### src/rtl/snn_pkg.sv
// rtl/snn_pkg.sv - shared types and network dimensions for the SNN layer sequencer
package snn_pkg;

    typedef enum logic [2:0] {
        ST_IDLE,
        ST_CLR,
        ST_MAC,
        ST_BP,
        ST_WRITE,
        ST_DONE
    } layer_state_t;

    localparam int NUM_INPUT  = 784;
    localparam int NUM_HIDDEN = 32;
    localparam int NUM_OUTPUT = 10;

    // Hidden layer: 784 inputs -> 32 neurons
    localparam int IN_AW_L1  = $clog2(NUM_INPUT);
    localparam int OUT_AW_L1 = $clog2(NUM_HIDDEN);
    localparam int WT_AW_L1  = $clog2(NUM_INPUT * NUM_HIDDEN);

    // Output layer: 32 hidden -> 10 neurons
    localparam int IN_AW_L2  = $clog2(NUM_HIDDEN);
    localparam int OUT_AW_L2 = $clog2(NUM_OUTPUT);
    localparam int WT_AW_L2  = $clog2(NUM_HIDDEN * NUM_OUTPUT);

endpackage

### src/rtl/snn_valid_pipe.sv
// rtl/snn_valid_pipe.sv - fixed-depth valid delay line matching the ROM/MAC read latency
module snn_valid_pipe
    import snn_pkg::*;
#(
    parameter int DEPTH = 2
) (
    input  logic clk,
    input  logic clr,
    input  logic vin,
    output logic vout
);

    logic [DEPTH-1:0] sr_q;
    logic [DEPTH-1:0] sr_d;

    // Shift the issue bit one stage per cycle; bit 0 takes the fresh issue
    always_comb begin
        sr_d    = sr_q;
        sr_d[0] = vin;
        for (int i = 1; i < DEPTH; i++) begin
            sr_d[i] = sr_q[i-1];
        end
    end

    // Synchronous clear drops any in-flight valids
    always_ff @(posedge clk) begin
        if (clr) begin
            sr_q <= '0;
        end else begin
            sr_q <= sr_d;
        end
    end

    assign vout = sr_q[DEPTH-1];

endmodule

### src/rtl/snn_layer_seq.sv
// rtl/snn_layer_seq.sv - per-layer neuron/input walk driving MAC clear, accumulate and result write
module snn_layer_seq
    import snn_pkg::*;
#(
    parameter int NUM_IN = NUM_INPUT,
    parameter int NUM_OUT = NUM_HIDDEN,
    parameter int RD_LAT = 2,
    parameter int IN_AW = 10,
    parameter int OUT_AW = 5,
    parameter int WT_AW = 15
) (
    input  logic              clk,
    input  logic              rst,
    input  logic              start,
    output logic              busy,
    output logic              done,
    output logic [IN_AW-1:0]  in_addr,
    output logic [WT_AW-1:0]  wt_addr,
    output logic              mac_clr,
    output logic              mac_en,
    output logic              wr_en,
    output logic [OUT_AW-1:0] wr_addr
);

    localparam int BP_W = (RD_LAT > 1) ? $clog2(RD_LAT) : 1;
    localparam logic [IN_AW-1:0]  IN_LAST  = IN_AW'(NUM_IN - 1);
    localparam logic [OUT_AW-1:0] OUT_LAST = OUT_AW'(NUM_OUT - 1);
    localparam logic [BP_W-1:0]   BP_LAST  = BP_W'(RD_LAT - 1);

    layer_state_t      state_q, state_d;
    logic [IN_AW-1:0]  in_idx_q, in_idx_d;
    logic [OUT_AW-1:0] out_idx_q, out_idx_d;
    logic [WT_AW-1:0]  wt_idx_q, wt_idx_d;
    logic [IN_AW-1:0]  in_hold_q, in_hold_d;
    logic [WT_AW-1:0]  wt_hold_q, wt_hold_d;
    logic [BP_W-1:0]   bp_cnt_q, bp_cnt_d;
    logic              issue;

    // Next-state and outputs; addresses show the live counters in MAC and the last issued value elsewhere
    always_comb begin
        state_d   = state_q;
        in_idx_d  = in_idx_q;
        out_idx_d = out_idx_q;
        wt_idx_d  = wt_idx_q;
        in_hold_d = in_hold_q;
        wt_hold_d = wt_hold_q;
        bp_cnt_d  = bp_cnt_q;
        issue     = 1'b0;
        mac_clr   = 1'b0;
        wr_en     = 1'b0;
        wr_addr   = '0;
        done      = 1'b0;
        busy      = (state_q != ST_IDLE);
        in_addr   = in_hold_q;
        wt_addr   = wt_hold_q;
        case (state_q)
            ST_IDLE: begin
                in_addr = '0;
                wt_addr = '0;
                if (start) begin
                    state_d   = ST_CLR;
                    in_idx_d  = '0;
                    out_idx_d = '0;
                    wt_idx_d  = '0;
                    in_hold_d = '0;
                    wt_hold_d = '0;
                end
            end
            ST_CLR: begin
                mac_clr = 1'b1;
                state_d = ST_MAC;
            end
            ST_MAC: begin
                issue     = 1'b1;
                in_addr   = in_idx_q;
                wt_addr   = wt_idx_q;
                in_hold_d = in_idx_q;
                wt_hold_d = wt_idx_q;
                wt_idx_d  = wt_idx_q + WT_AW'(1);
                if (in_idx_q == IN_LAST) begin
                    in_idx_d = '0;
                    bp_cnt_d = '0;
                    state_d  = ST_BP;
                end else begin
                    in_idx_d = in_idx_q + IN_AW'(1);
                end
            end
            ST_BP: begin
                if (bp_cnt_q == BP_LAST) begin
                    bp_cnt_d = '0;
                    state_d  = ST_WRITE;
                end else begin
                    bp_cnt_d = bp_cnt_q + BP_W'(1);
                end
            end
            ST_WRITE: begin
                wr_en   = 1'b1;
                wr_addr = out_idx_q;
                if (out_idx_q == OUT_LAST) begin
                    state_d = ST_DONE;
                end else begin
                    out_idx_d = out_idx_q + OUT_AW'(1);
                    state_d   = ST_CLR;
                end
            end
            ST_DONE: begin
                done    = 1'b1;
                state_d = ST_IDLE;
            end
            default: state_d = ST_IDLE;
        endcase
    end

    // State and counter registers
    always_ff @(posedge clk) begin
        if (rst) begin
            state_q   <= ST_IDLE;
            in_idx_q  <= '0;
            out_idx_q <= '0;
            wt_idx_q  <= '0;
            in_hold_q <= '0;
            wt_hold_q <= '0;
            bp_cnt_q  <= '0;
        end else begin
            state_q   <= state_d;
            in_idx_q  <= in_idx_d;
            out_idx_q <= out_idx_d;
            wt_idx_q  <= wt_idx_d;
            in_hold_q <= in_hold_d;
            wt_hold_q <= wt_hold_d;
            bp_cnt_q  <= bp_cnt_d;
        end
    end

    snn_valid_pipe #(
        .DEPTH(RD_LAT)
    ) u_valid_pipe (
        .clk (clk),
        .clr (rst),
        .vin (issue),
        .vout(mac_en)
    );

endmodule
### config.mk
export PLATFORM = sky130hd
export DESIGN_NAME = snn_layer_seq
export DESIGN_NICKNAME = d
export VERILOG_FILES = /design/src/rtl/snn_pkg.sv /design/src/rtl/snn_valid_pipe.sv /design/src/rtl/snn_layer_seq.sv
export SDC_FILE = /design/constraint.sdc
export NUM_CORES = 1
export LEC_CHECK = 0
export CORE_ASPECT_RATIO = 0.9
export CORE_MARGIN = 2
export CORE_UTILIZATION = 50
export CTS_BUF_LIST = sky130_fd_sc_hd__clkbuf_4 sky130_fd_sc_hd__clkbuf_8
export DETAILED_ROUTE_END_ITERATION = 10
export GPL_TIMING_DRIVEN = 0
export PLACE_DENSITY = 0.85
export SYNTH_ARGS = -nofsm -noshare
export SYNTH_HDL_FRONTEND = slang
export SYNTH_SLANG_ARGS = --single-unit
### constraint.sdc
create_clock -name clk -period 2.3 [get_ports clk]
set_clock_uncertainty 0.1 [all_clocks]
set_input_delay 0.46 -clock clk [delete_from_list [all_inputs] [get_ports clk]]
set_output_delay 0.46 -clock clk [all_outputs]
set_load 0.05 [all_outputs]
## Word level (Yosys, flattened, before mapping)

Index checks and enable logic that the tools add are counted.

| word-level totals | value |
|---|---|
| register bits after elaboration | 61 |
| latch bits | 0 |
| memory bits (writable) | 0 |
| bits in read-only memories | 0 |
| input port bits | 3 |
| output and inout bits | 35 |
| word-level logic and storage cells | 57 |
| memories kept | 0 |

| cells by class | value |
|---|---|
| add/subtract/negate cells | 4 |
| $mul | 0 |
| divide/modulo/power cells | 0 |
| magnitude comparators | 0 |
| equal/unequal tests | 11 |
| shift-type cells | 0 |
| mux-type cells | 25 |
| bitwise gates (word level) | 0 |
| reduce and logical (&&, ||, !) cells | 9 |

Operators with widths:

| kind | number |
|---|---|
| case mux 15 bit (2 select lines) | 3 |
| case mux 10 bit (2 select lines) | 3 |
| 2-to-1 mux 10 bit | 2 |
| adder 15 x 1 -> 15 bit, second input constant | 1 |
| 2-to-1 mux 15 bit | 1 |
| 2-to-1 mux 5 bit | 3 |
| case mux 3 bit (5 select lines) | 1 |
| 2-to-1 mux 3 bit | 4 |
| adder 10 x 1 -> 10 bit, second input constant | 1 |
| == test 10 bit, second input constant | 1 |
| case mux 5 bit (2 select lines) | 1 |
| != test 2 bit, second input constant | 4 |
| == test 3 x 2 -> 1 bit, second input constant | 2 |
| == test 3 bit, second input constant | 2 |
| 2-to-1 mux 1 bit | 6 |
| AND reduction 3 bit | 2 |
| nonzero test 2 bit | 3 |
| adder 5 x 1 -> 5 bit, second input constant | 1 |
| == test 5 bit, second input constant | 1 |
| AND reduction 2 bit | 2 |
| == test 3 x 1 -> 1 bit, second input constant | 1 |
| logical NOT 3 bit | 1 |
| nonzero test 3 bit | 1 |
| case mux 1 bit (2 select lines) | 1 |
| adder 1 bit, second input constant | 1 |

## Longest topological paths before layout

| logic depth | value |
|---|---|
| depth after elaboration | 3 |
| depth in mapped cells | 7 |
| depth with buffers taken out | 7 |

## Hierarchy

Synthesis repeated with hierarchy kept, for this count alone.

| second synthesis, totals | value |
|---|---|
| cell total of the unflattened synthesis | 325 |
| area, all modules | 2805.2 um2 |

Modules (own cells, without submodules):

| module | times used | cells each | area an instance (um2) |
|---|---|---|---|
| snn_layer_seq | 1 | 321 | 2752.6 |
| snn_valid_pipe | 1 | 4 | 52.6 |

## Worst setup path after synthesis

Ideal clock, no wire load.

| timing | value |
|---|---|
| path type | flip-flop to output port |
| start point | register state_q[2] |
| end point | output wr_addr[0] |
| arrival time | 2.617 ns |
| setup slack | -0.877 ns |
| stages on the path, launching flop included | 4 |
| buffers on the path | 1 |
| path through | dfxtp_1 -> clkbuf_1 -> nor3b_1 -> and2_1 |

| on the way | value |
|---|---|
| word-level cells in the longest chain between the ends | 2 |

RTL lines:

| element | RTL line | text |
|---|---|---|
| start: declaration | snn_layer_seq.sv:30 | `layer_state_t state_q, state_d;` |
| start signal: assignment | snn_layer_seq.sv:125 | `state_q <= state_d;` |
| == test 3 bit | snn_layer_seq.sv:56 | `case (state_q)` |
| 2-to-1 mux 5 bit | snn_layer_seq.sv:56 |  |
| end: declaration | snn_layer_seq.sv:22 | `output logic [OUT_AW-1:0] wr_addr` |

No other way between the ends.

## Worst setup path in the final report

| timing | value |
|---|---|
| start point | register state_q[2] |
| end point | output wt_addr[4] |

| on the way | value |
|---|---|
| word-level cells in the longest chain between the ends | 2 |

RTL lines:

| element | RTL line | text |
|---|---|---|
| == test 3 x 2 -> 1 bit / logical NOT 3 bit (equally long branches) | snn_layer_seq.sv:56 |  |
| case mux 15 bit (2 select lines) (*) | snn_layer_seq.sv:56 |  |
| end: declaration | snn_layer_seq.sv:18 | `output logic [WT_AW-1:0] wt_addr,` |

Mark *: on every way between the ends. The rest lies on a longest branch, timed or not.

==> flow_summary.ini <==
[run_status]
status = finished clean

[drt]
drtIter0Drc = 234
ant_nets = 0
first_pass_iters = 5
avgRoutedWirePerCell_um = 16.5
drt_wl_total_mm = 7.62
routed_via_density = 6.06
vias = 2799
drc_errors = 0

[setup_path]
r2r_slack_ns = 0.20
worstReg2RegEnd = wt_idx_q[14]
worstSetupPathType = reg2out
reg2reg_from = wt_idx_q[0]
endpoint_kind = output port
cp.required_ns = 1.74
critPathArrivalTime_ns = 1.70
start_kind = flip-flop
crit_fanout = 10
reg2regPathDepth = 6

[timing]
finalSetupTns_ns = 0
final-setup-viol-count = 0
worst_pin_slew_ns = 0.594
fin_crit_ns = 2.26
hold_slack_ns = 0.360
fin_crit_sh_pct = 98.5
slew_headroom_pct = 60.1
slew_violations = 0
hold_violations = 0
clock.fmax_mhz = 442
rsz0062_at_grt = no

[min_path]
min_from = u_valid_pipe.sr_q[0]
hold_depth = 1
hold_class = reg2reg
worstHoldEndpoint = u_valid_pipe.sr_q[1]

[synth]
syn_area_per_cell_um2 = 8.17
synth-seq-cells = 61
synth_top_area_share_pct = 43.7
yosysWarnings = 0
synth-edff-count = 0
synth_nets = 349
synth_cell_type_count = 39
ys_top_cells_by_area = dfxtp_1 44%, a22o_1 8.2%, nand2_1 8.1%
synth_area_um2 = 2790
synthFlopType = dfxtp_1
syn_inst = 342
yosysTopAreaCell = dfxtp_1
synthArstFlopShare_pct = 0
yosysSeqAreaShare_pct = 43.7

[global_routing]
grtUsageMet3_pct = 8.87
grt_pass1_vias = 2546
met2_usage_pct = 41.2
antenna_found_initial = 0
grtUsageMet1_pct = 35.5
busiest_layer = met2
overflow = 0
grt_max_degree = 11
grt_pass1_wl_mm = 12.4
grt_usage_pct = 26.7

[cts]
cts_hold_buf = 0
cts_tree = built
cts.sinks = 61
h-tree-depth = 3
insertion_delay_ns = 0.34
cts-root-buf = clkbuf_8
path_clk_slew_ns = 0.07
numCtsBuffers = 9
clk_path_buf_depth = 2

[placement]
place_congestion = 0.838
io_buffers = 37
dpl.hpwl_mm = 5.01

[cells_and_area]
fin_nets = 398
drive_above_1_share_pct = 24.6
diodes = 0
area_delta_synth_final_pct = 28.1

[power]
powerDensity_nw_per_um2 = 623
ir_drop_v = 0.000426
p_leak_nw = 1.34

[flow_run]
maxCapViolations = 0

[floorplanning]
die_area_um2 = 6200
die_y_um = 74.9
fp.dieW_um = 82.8
initial_core_util_pct = 52.5
core_um2 = 5320
io_pins = 38
row_count = 25
## cells by family (layout without fill, tap and decap cells)
logic type / Yosys count / in the layout / share of synthesized area [%]
AND/OR/NAND/NOR: 152 / 152 / 26.9
adder cells (fa/ha/maj): 4 / 4 / 1.79
flip-flops: 61 / 61 / 43.7
buffers and inverters: 28 / 81 / 3.85
multiplexers: 2 / 2 / 0.717
XOR/XNOR: 12 / 12 / 3.76
AO/OA/AOI/OAI: 83 / 83 / 19.3
## cell usage after synthesis, types with 4 or more instances
cell type	n
nor2b_1	4
and2_1	5
o21ai_0	29
ha_1	4
nor2_1	19
dfxtp_1	61
nand2_1	60
nand3_1	13
nor3_1	7
clkbuf_1	21
a21oi_1	17
xnor2_1	11
nand4_1	6
or3_1	8
a22o_1	26
and3_1	6
nor4_1	7
## worst max-delay path, cell delays in order (launching register included)
cell and delay, ns:
dfxtp_2 0.33, or2_1 0.24, buf_6 0.15, buf_8 0.15, clkbuf_16 0.17, nand2_1 0.09, o31ai_2 0.08, buf_6 0.16
## cell usage in the layout (no fill, tap or decap), types with 3 or more instances in the layout
cell type        count
a21oi_1             16
a22o_1              26
a31oi_1              3
and2_2               4
and3_1               6
buf_2                8
buf_4               18
buf_6               10
clkbuf_1            11
clkbuf_4             7
clkbuf_8            10
clkdlybuf4s50_1      3
clkinv_2             3
dfxtp_1             58
dfxtp_2              3
ha_1                 4
nand2_1             58
nand3_1             13
nand4_1              6
nand4b_1             3
nor2_1              19
nor2b_1              4
nor3_1               7
nor4_1               7
o21ai_0             11
o21ai_1              3
o21ai_2             15
or3_1                8
or4_1                3
xnor2_1             11
## registers in the layout (all words and copies together) (netlist names)
signal,flops
state_q,3
in_hold_q,10
in_idx_q,10
u_valid_pipe.sr_q,2
out_idx_q,5
bp_cnt_q,1
wt_idx_q,15
wt_hold_q,15
## where the power goes
group	switching, mW	internal [mW]	leakage [nW]
registers	0.0194	1.07	0.493
logic	0.204	0.0873	0.753
clock network	0.401	0.447	0.0935
## cell type report
| type | count | area [um^2] |
|---|---|---|
| Timing Repair Buffer | 39 | 324 |
| Multi-Input combinational cell | 253 | 1580 |
| Fill cell | 465 | 1740 |
| Tap cell | 67 | 83.8 |
| Buffer | 24 | 185 |
| Inverter | 3 | 12.5 |
| Sequential cell | 61 | 1220 |
| Clock inverter | 2 | 10.0 |
| Clock buffer | 13 | 160 |
## metal layers
layer	vias up	share of wire, %
li1	1325	-
met1	1344	44
met2	120	48
met3	10	7.4
met4	0	1.1
met5	-	0
## worst max path at each step
stage                  end  slack [ns]        from
3_5_place_dp    in_addr[6]       -0.94  state_q[2]
4_1_cts            mac_clr      -0.007  state_q[0]
5_1_grt        wt_addr[13]      0.0003  state_q[2]
2_1_floorplan   wt_addr[4]       -0.28  state_q[2]
6_report        wt_addr[4]        0.04  state_q[2]
3_3_place_gp    in_addr[6]       -0.88  state_q[2]
## repair_timing
action	CTS	global route
buffers inserted	2	0
setup endpoints to repair	34	38
hold endpoints to repair	0	0
gates resized for setup	235	22
## through the flow
| step | power, mW | area [um^2] | std cells | utilization, % | setup WS, ns |
|---|---|---|---|---|---|
| 3_3_place_gp | 1.35 | 3320 | 446 | 62.5 | -0.877 |
| 3_5_place_dp | 1.36 | 3320 | 446 | 62.5 | -0.941 |
| 5_1_grt | 2.30 | 3580 | 462 | 67.3 | 0.000308 |
| 4_1_cts | 2.24 | 3570 | 463 | 67.2 | -0.00746 |
| 2_1_floorplan | 1.27 | 2870 | 342 | - | -0.280 |
| 6_report | 2.23 | 3580 | 462 | 67.3 | 0.0354 |
Note: power is estimated with default switching activity, not from simulation.
